### src/rtl/dmem_arbiter_pkg.sv
`default_nettype none
// +--------------------------------------------------------------------+
// | dmem_arbiter_pkg : FSM state encoding and arbitration-mode values  |
// | Rev 1.0                                                            |
// +--------------------------------------------------------------------+
package dmem_arbiter_pkg;

  typedef enum logic [2:0] {
    ARB_IDLE = 3'd0,
    ARB_RD   = 3'd1,
    ARB_MRG  = 3'd2,
    ARB_WR   = 3'd3,
    ARB_DONE = 3'd4
  } arb_state_t;

  localparam int ARB_MODE_FIXED = 0;
  localparam int ARB_MODE_RR    = 1;

endpackage
`default_nettype wire

### src/rtl/dmem_rr_arbiter.sv
`default_nettype none
// +--------------------------------------------------------------------+
// | dmem_rr_arbiter : 2-way grant, fixed (A first) or round-robin      |
// | Rev 1.0                                                            |
// +--------------------------------------------------------------------+
module dmem_rr_arbiter
  import dmem_arbiter_pkg::*;
(
  input  logic req_a,
  input  logic req_b,
  input  logic mode,
  input  logic ptr,
  output logic gnt_a,
  output logic gnt_b,
  output logic ptr_nxt
);

  // ptr = 1 means B is favoured on the next conflict
  always_comb begin
    gnt_a   = 1'b0;
    gnt_b   = 1'b0;
    ptr_nxt = ptr;
    if (req_a && req_b) begin
      if (mode && ptr) gnt_b = 1'b1;
      else             gnt_a = 1'b1;
    end else if (req_a) begin
      gnt_a = 1'b1;
    end else if (req_b) begin
      gnt_b = 1'b1;
    end
    if (gnt_a)      ptr_nxt = 1'b1;
    else if (gnt_b) ptr_nxt = 1'b0;
  end

endmodule
`default_nettype wire

### src/rtl/dmem_arbiter.sv
`default_nettype none
// +--------------------------------------------------------------------+
// | dmem_arbiter : two-port data-memory arbiter with byte-store RMW    |
// | Rev 1.0                                                            |
// +--------------------------------------------------------------------+
module dmem_arbiter
  import dmem_arbiter_pkg::*;
#(
  parameter int ARB_MODE = 0,
  parameter int AW       = 32
) (
  input  logic          clk,
  input  logic          rst,
  input  logic          a_req,
  input  logic          a_we,
  input  logic [AW-1:0] a_addr,
  input  logic [3:0]    a_be,
  input  logic [31:0]   a_wdata,
  output logic          a_ack,
  input  logic          b_req,
  input  logic          b_we,
  input  logic [AW-1:0] b_addr,
  input  logic [3:0]    b_be,
  input  logic [31:0]   b_wdata,
  output logic          b_ack,
  output logic [31:0]   rdata,
  output logic          busy,
  output logic          m_we,
  output logic [AW-1:0] m_addr,
  output logic [31:0]   m_wdata,
  input  logic [31:0]   m_rdata
);

  localparam logic c_RR = (ARB_MODE == ARB_MODE_RR);

  arb_state_t    r_state;
  logic          r_id;
  logic          r_ptr;
  logic [3:0]    r_be;
  logic [31:0]   r_wdata;

  logic          w_gnt_a;
  logic          w_gnt_b;
  logic          w_ptr_nxt;
  logic          w_we;
  logic [AW-1:0] w_addr;
  logic [3:0]    w_be;
  logic [31:0]   w_wdata;
  logic [31:0]   w_merged;

  dmem_rr_arbiter u_arb (
    .req_a   (a_req),
    .req_b   (b_req),
    .mode    (c_RR),
    .ptr     (r_ptr),
    .gnt_a   (w_gnt_a),
    .gnt_b   (w_gnt_b),
    .ptr_nxt (w_ptr_nxt)
  );

  assign w_we    = w_gnt_b ? b_we    : a_we;
  assign w_addr  = w_gnt_b ? b_addr  : a_addr;
  assign w_be    = w_gnt_b ? b_be    : a_be;
  assign w_wdata = w_gnt_b ? b_wdata : a_wdata;

  for (genvar i = 0; i < 4; i++) begin : g_merge
    assign w_merged[8*i +: 8] = r_be[i] ? r_wdata[8*i +: 8] : m_rdata[8*i +: 8];
  end

  // m_addr is loaded at grant so the combinational memory read is ready in RD/MRG
  always_ff @(posedge clk or negedge rst) begin
    if (!rst) begin
      r_state <= ARB_IDLE;
      r_id    <= 1'b0;
      r_ptr   <= 1'b0;
      r_be    <= 4'h0;
      r_wdata <= 32'h0;
      a_ack   <= 1'b0;
      b_ack   <= 1'b0;
      rdata   <= 32'h0;
      busy    <= 1'b0;
      m_we    <= 1'b0;
      m_addr  <= '0;
      m_wdata <= 32'h0;
    end else begin
      case (r_state)
        ARB_IDLE: begin
          if (w_gnt_a || w_gnt_b) begin
            r_id    <= w_gnt_b;
            r_ptr   <= w_ptr_nxt;
            r_be    <= w_be;
            r_wdata <= w_wdata;
            busy    <= 1'b1;
            if (!w_we) begin
              m_addr  <= w_addr;
              r_state <= ARB_RD;
            end else if (w_be == 4'hF) begin
              m_addr  <= w_addr;
              m_wdata <= w_wdata;
              m_we    <= 1'b1;
              r_state <= ARB_WR;
            end else if (w_be != 4'h0) begin
              m_addr  <= w_addr;
              r_state <= ARB_MRG;
            end else begin
              a_ack   <= ~w_gnt_b;
              b_ack   <= w_gnt_b;
              r_state <= ARB_DONE;
            end
          end
        end
        ARB_RD: begin
          rdata   <= m_rdata;
          a_ack   <= ~r_id;
          b_ack   <= r_id;
          r_state <= ARB_DONE;
        end
        ARB_MRG: begin
          m_wdata <= w_merged;
          m_we    <= 1'b1;
          r_state <= ARB_WR;
        end
        ARB_WR: begin
          m_we    <= 1'b0;
          a_ack   <= ~r_id;
          b_ack   <= r_id;
          r_state <= ARB_DONE;
        end
        ARB_DONE: begin
          a_ack   <= 1'b0;
          b_ack   <= 1'b0;
          busy    <= 1'b0;
          r_state <= ARB_IDLE;
        end
        default: begin
          m_we    <= 1'b0;
          a_ack   <= 1'b0;
          b_ack   <= 1'b0;
          busy    <= 1'b0;
          r_state <= ARB_IDLE;
        end
      endcase
    end
  end

endmodule
`default_nettype wire

### config.mk
export PLATFORM = sky130hd
export DESIGN_NAME = dmem_arbiter
export DESIGN_NICKNAME = d
export VERILOG_FILES = /design/src/rtl/dmem_arbiter_pkg.sv /design/src/rtl/dmem_rr_arbiter.sv /design/src/rtl/dmem_arbiter.sv
export SDC_FILE = /design/constraint.sdc
export NUM_CORES = 1
export LEC_CHECK = 0
export ABC_AREA = 1
export BUFFER_PORTS_ARGS = -buffer_cell sky130_fd_sc_hd__buf_2
export CAP_MARGIN = 20
export CORE_ASPECT_RATIO = 1.5
export CORE_MARGIN = 3
export CORE_UTILIZATION = 49
export DETAILED_ROUTE_END_ITERATION = 10
export PLACE_DENSITY_LB_ADDON = 0.08
export SLEW_MARGIN = 30
export SYNTH_ARGS = -nofsm -noshare
export SYNTH_HDL_FRONTEND = slang
export SYNTH_SLANG_ARGS = --single-unit
### constraint.sdc
create_clock -name clk -period 1.95 [get_ports clk]
set_input_delay 0 -clock clk [delete_from_list [all_inputs] [get_ports clk]]
set_output_delay 0 -clock clk [all_outputs]
set_load 0.01 [all_outputs]
==> summary.md <==
| Metric | Value |
|---|---|
| Crit-path max FO | `50` |
| DRC Markers | `0` |
| Starting Density | `50.28%` |
| Largest area contributor in the netlist | `dfrtp_1` |
| CP startpoint kind | `input pin` |
| Clock share of power | `between 20% and 30%` |
| Utilization of the core after routing | `73.82%` |
| WHS | `0.008787 ns` |
| Fin nets | `approximately 1400` |
| P_sw | `5.818 mW` |
| Mean Syn Cell Area | `about 8.4 um2` |
| Worst reg2reg setup slack | `0.28 ns` |
| IO buf count | `approximately 270` |
| Pint | `9.048 mW` |
| Combinational power share | `a little over two fifths` |
| Final hold vios | `0` |
| Netlist Area Pre-Place | `between 7000 and 8000 um2` |
| Overall Power | `14.87 mW` |
| TritonCTS Buffers | `17` |
| Io pins | `274` |
| Switching share of total power | `39.13%` |
| Slew HR | `between 50% and 60%` |
| Pre-CTS WS | `around 0.3 ns` |
| Post-synth top area share | `49.33%` |
| Total gr overflow | `0` |
| Clock Tree Buf Depth | `2` |
| Dominant cells by area after synthesis | `dfrtp_1 (49%), nand2_1 (13%), o21ai_0 (9.8%)` |
| Die footprint | `16000 um2` |
| Setup TNS | `0 ns` |
| Critical Path, Cell by Cell | `dlygate4sd3_1 -> buf_2 -> inv_2 -> nand2_4 -> buf_8 -> o21ai_0 -> dlygate4sd3_1 -> o21ai_0` |
| CP endpoint kind | `register` |
| Multi-input logic area | `a little under 3000 um2` |
| Leak pwr | `5.395 nW` |
| RSZ-0062 raised after global routing | `false` |
| Fin crit share | `around 93%` |
| Tmin final | `roughly 1.8 ns` |
| Worst EP arrival | `2.10 ns` |
| Clock root buffer | `clkbuf_16` |
| Max_cap viols | `0` |
| Post-Syn Instances | `850` |
| Reg area | `3503 um2` |
| Max Transition Viols Final | `0` |
| Die Height | `153.4 um` |
| Htree depth | `4` |
| First-pass GRT wire length | `34430 um` |
| Flop pwr share | `35.6%` |
| CTS tree | `yes` |
| Max frequency | `between 0.5 and 0.6 GHz` |
| PwrDens | `~1400 nW/um2` |
| Max Clock Skew | `0.01020 ns` |
| Dpl hpwl | `13760 um` |
| Row cnt | `between 50 and 60` |
| DIE WIDTH | `104.3 um` |
| Count of final setup violators | `0` |
| Setup WS post-layout | `~0.14 ns` |
| Worst-path clk slew | `0.06 ns` |
| Clk_lat worst skew | `0.41 ns` |
| Crit path max-delay family | `buffers and inverters` |
| Placeable Area | `14120 um2` |
| CP Class | `in2reg` |
| Syn_nets | `1024` |
| Routed wire length | `20890 um` |
| Pin count of the biggest net entering global routing | `65` |
| Clock Sinks | `140` |
| Outcome | `completed` |
| Post-synth cell types | `26` |
| Async S/R FF share, synth | `100.0%` |
| Vias in the first global route | `7088` |
| Via-per-instance ratio | `4.962` |
| Main synth FF type | `dfrtp_1` |
| Routability cong. | `0.7878` |
| Number of synthesized register bits | `140` |
| FILL cells | `1049` |
| Initial DRC Count | `368` |
| Min-delay worst type | `in2reg` |
| Initial antenna violation count | `0` |
| Global Route Usage Sum | `26.45%` |
| Worst path bufs/invs | `5` |
| Detail Route Antenna Nets | `0` |
| Post-synthesis sequential area ratio | `49.33%` |
| Synth warnings | `0` |
| EDFF count, synth | `0` |
| Ant diodes | `0` |
| Most common cell in the netlist | `nand2_1` |
| Commonest cells post-synth | `nand2_1 (239), dfrtp_1 (140), o21ai_0 (139), inv_1 (79), nand4_1 (33)` |
| Crit-path slowest cell | `dlygate4sd3_1` |
| Area Growth Syn to Fin | `46.83%` |
| Max rail drop VDD | `0.0008355 V` |
| Via count | `slightly above 7000` |
| Slew @ Worst Pin | `0.6137 ns` |
| Average wire per standard cell | `between 10 and 15 um` |
| Slowest stage delay, CP | `0.60 ns` |
| Data required time of the critical path | `2.24 ns` |
| TritonRoute pass-1 iters | `5` |
| Share of cells above drive strength 1 | `32.82%` |
sequential cells by signal, indices dropped and copies added, names as in the netlist, 3 cells and up:
signal,flops
r_wdata,32
r_be,4
m_addr,32
rdata,32
m_wdata,32
r_state,3
power by group through the flow:
stage                     clock network [mW]  registers (mW)  logic, mW
final                                   3.29            5.29       6.28
after global routing                    3.48            5.47       7.04
after CTS                               3.35            5.27       6.28
after detailed placement                   0            5.29       6.06
after global placement                     0            5.27       5.92
after floorplan                            0            5.56       3.69
stage by stage:
| step | instances | cell area (um2) |
|---|---|---|
| finish | 1429 | 10430 |
| global route | 1429 | 10430 |
| CTS | 1427 | 10400 |
| detailed placement | 1273 | 8566 |
| global placement | 1273 | 8566 |
| floorplan | 850 | 7102 |
routing by layer:
| metal | share of wire [%] | vias up | track usage [%] |
|---|---|---|---|
| met3 | 5.2 | 31 | 5.915 |
| met1 | 40 | 3287 | 30.87 |
| met4 | 1.9 | 0 | 9.125 |
| met2 | 53 | 229 | 47.57 |
| met5 | 0 | - | 0 |
| li1 | - | 3543 | - |
kinds of logic (layout without fill, tap and decap cells):
family / after synthesis / count (layout) / share of synthesized area, %
AO/OA/AOI/OAI: 207 / 207 / 15.79
multiplexers: 31 / 31 / 4.915
buffers and inverters: 145 / 532 / 9.355
AND/OR/NAND/NOR: 327 / 327 / 20.61
flip-flops: 140 / 140 / 49.33
cells in the final DEF (no fill, tap or decap), types with 4 or more instances in the layout:
cell type	synthesis	routed
buf_2	14	272
nand2_1	239	238
o21ai_1	32	32
buf_4	9	15
nand4_1	33	33
o21ai_0	139	139
dlygate4sd3_1	0	122
clkbuf_16	0	17
or2_2	32	32
mux2_2	31	31
o211ai_1	31	31
nor2_1	5	4
dfrtp_1	140	140
nand3_1	9	9
inv_1	79	79
inv_2	5	5
area by class of cell:
type	instances	share of cell area, %
clock buffer	19	4.248
tap	192	2.304
timing repair buffer	415	26.78
clock inverter	13	1.596
inverter	85	3.072
sequential	140	33.60
multi-input combinational	565	28.40
worst reg2reg max path: cells and delay by family (launching register included):
kind,cells,cell delay [ns]
simple gates,4,0.81
flops,1,0.41
compound gates,2,0.18
buf+inv,2,0.15
worst paths after layout:
path                                   startpoint                       to  cells after the start
setup / recovery                            a_req   r_wdata[8]$_DFFE_PN0P_                      8
setup reg to reg           r_state[0]$_DFFE_PN0P_    m_addr[9]$_DFFE_PN0P_                      8
min in group asynchronous                     rst    rdata[16]$_DFFE_PN0P_                      2
hold reg to reg                 b_ack$_DFFE_PN0P_        b_ack$_DFFE_PN0P_                      2
max in group asynchronous                     rst   r_wdata[7]$_DFFE_PN0P_                      3
hold / removal                        b_wdata[27]  r_wdata[27]$_DFFE_PN0P_                      3
what timing repair did:
| item | CTS | global route |
|---|---|---|
| gates resized for setup | 0 | 4 |
| hold buffers | 122 | 0 |
| buffers inserted | 0 | 2 |
| setup endpoints to repair | 0 | 35 |
| endpoints found under the hold margin | 188 | 0 |
No activity file was read; power rests on OpenSTA's default activity.
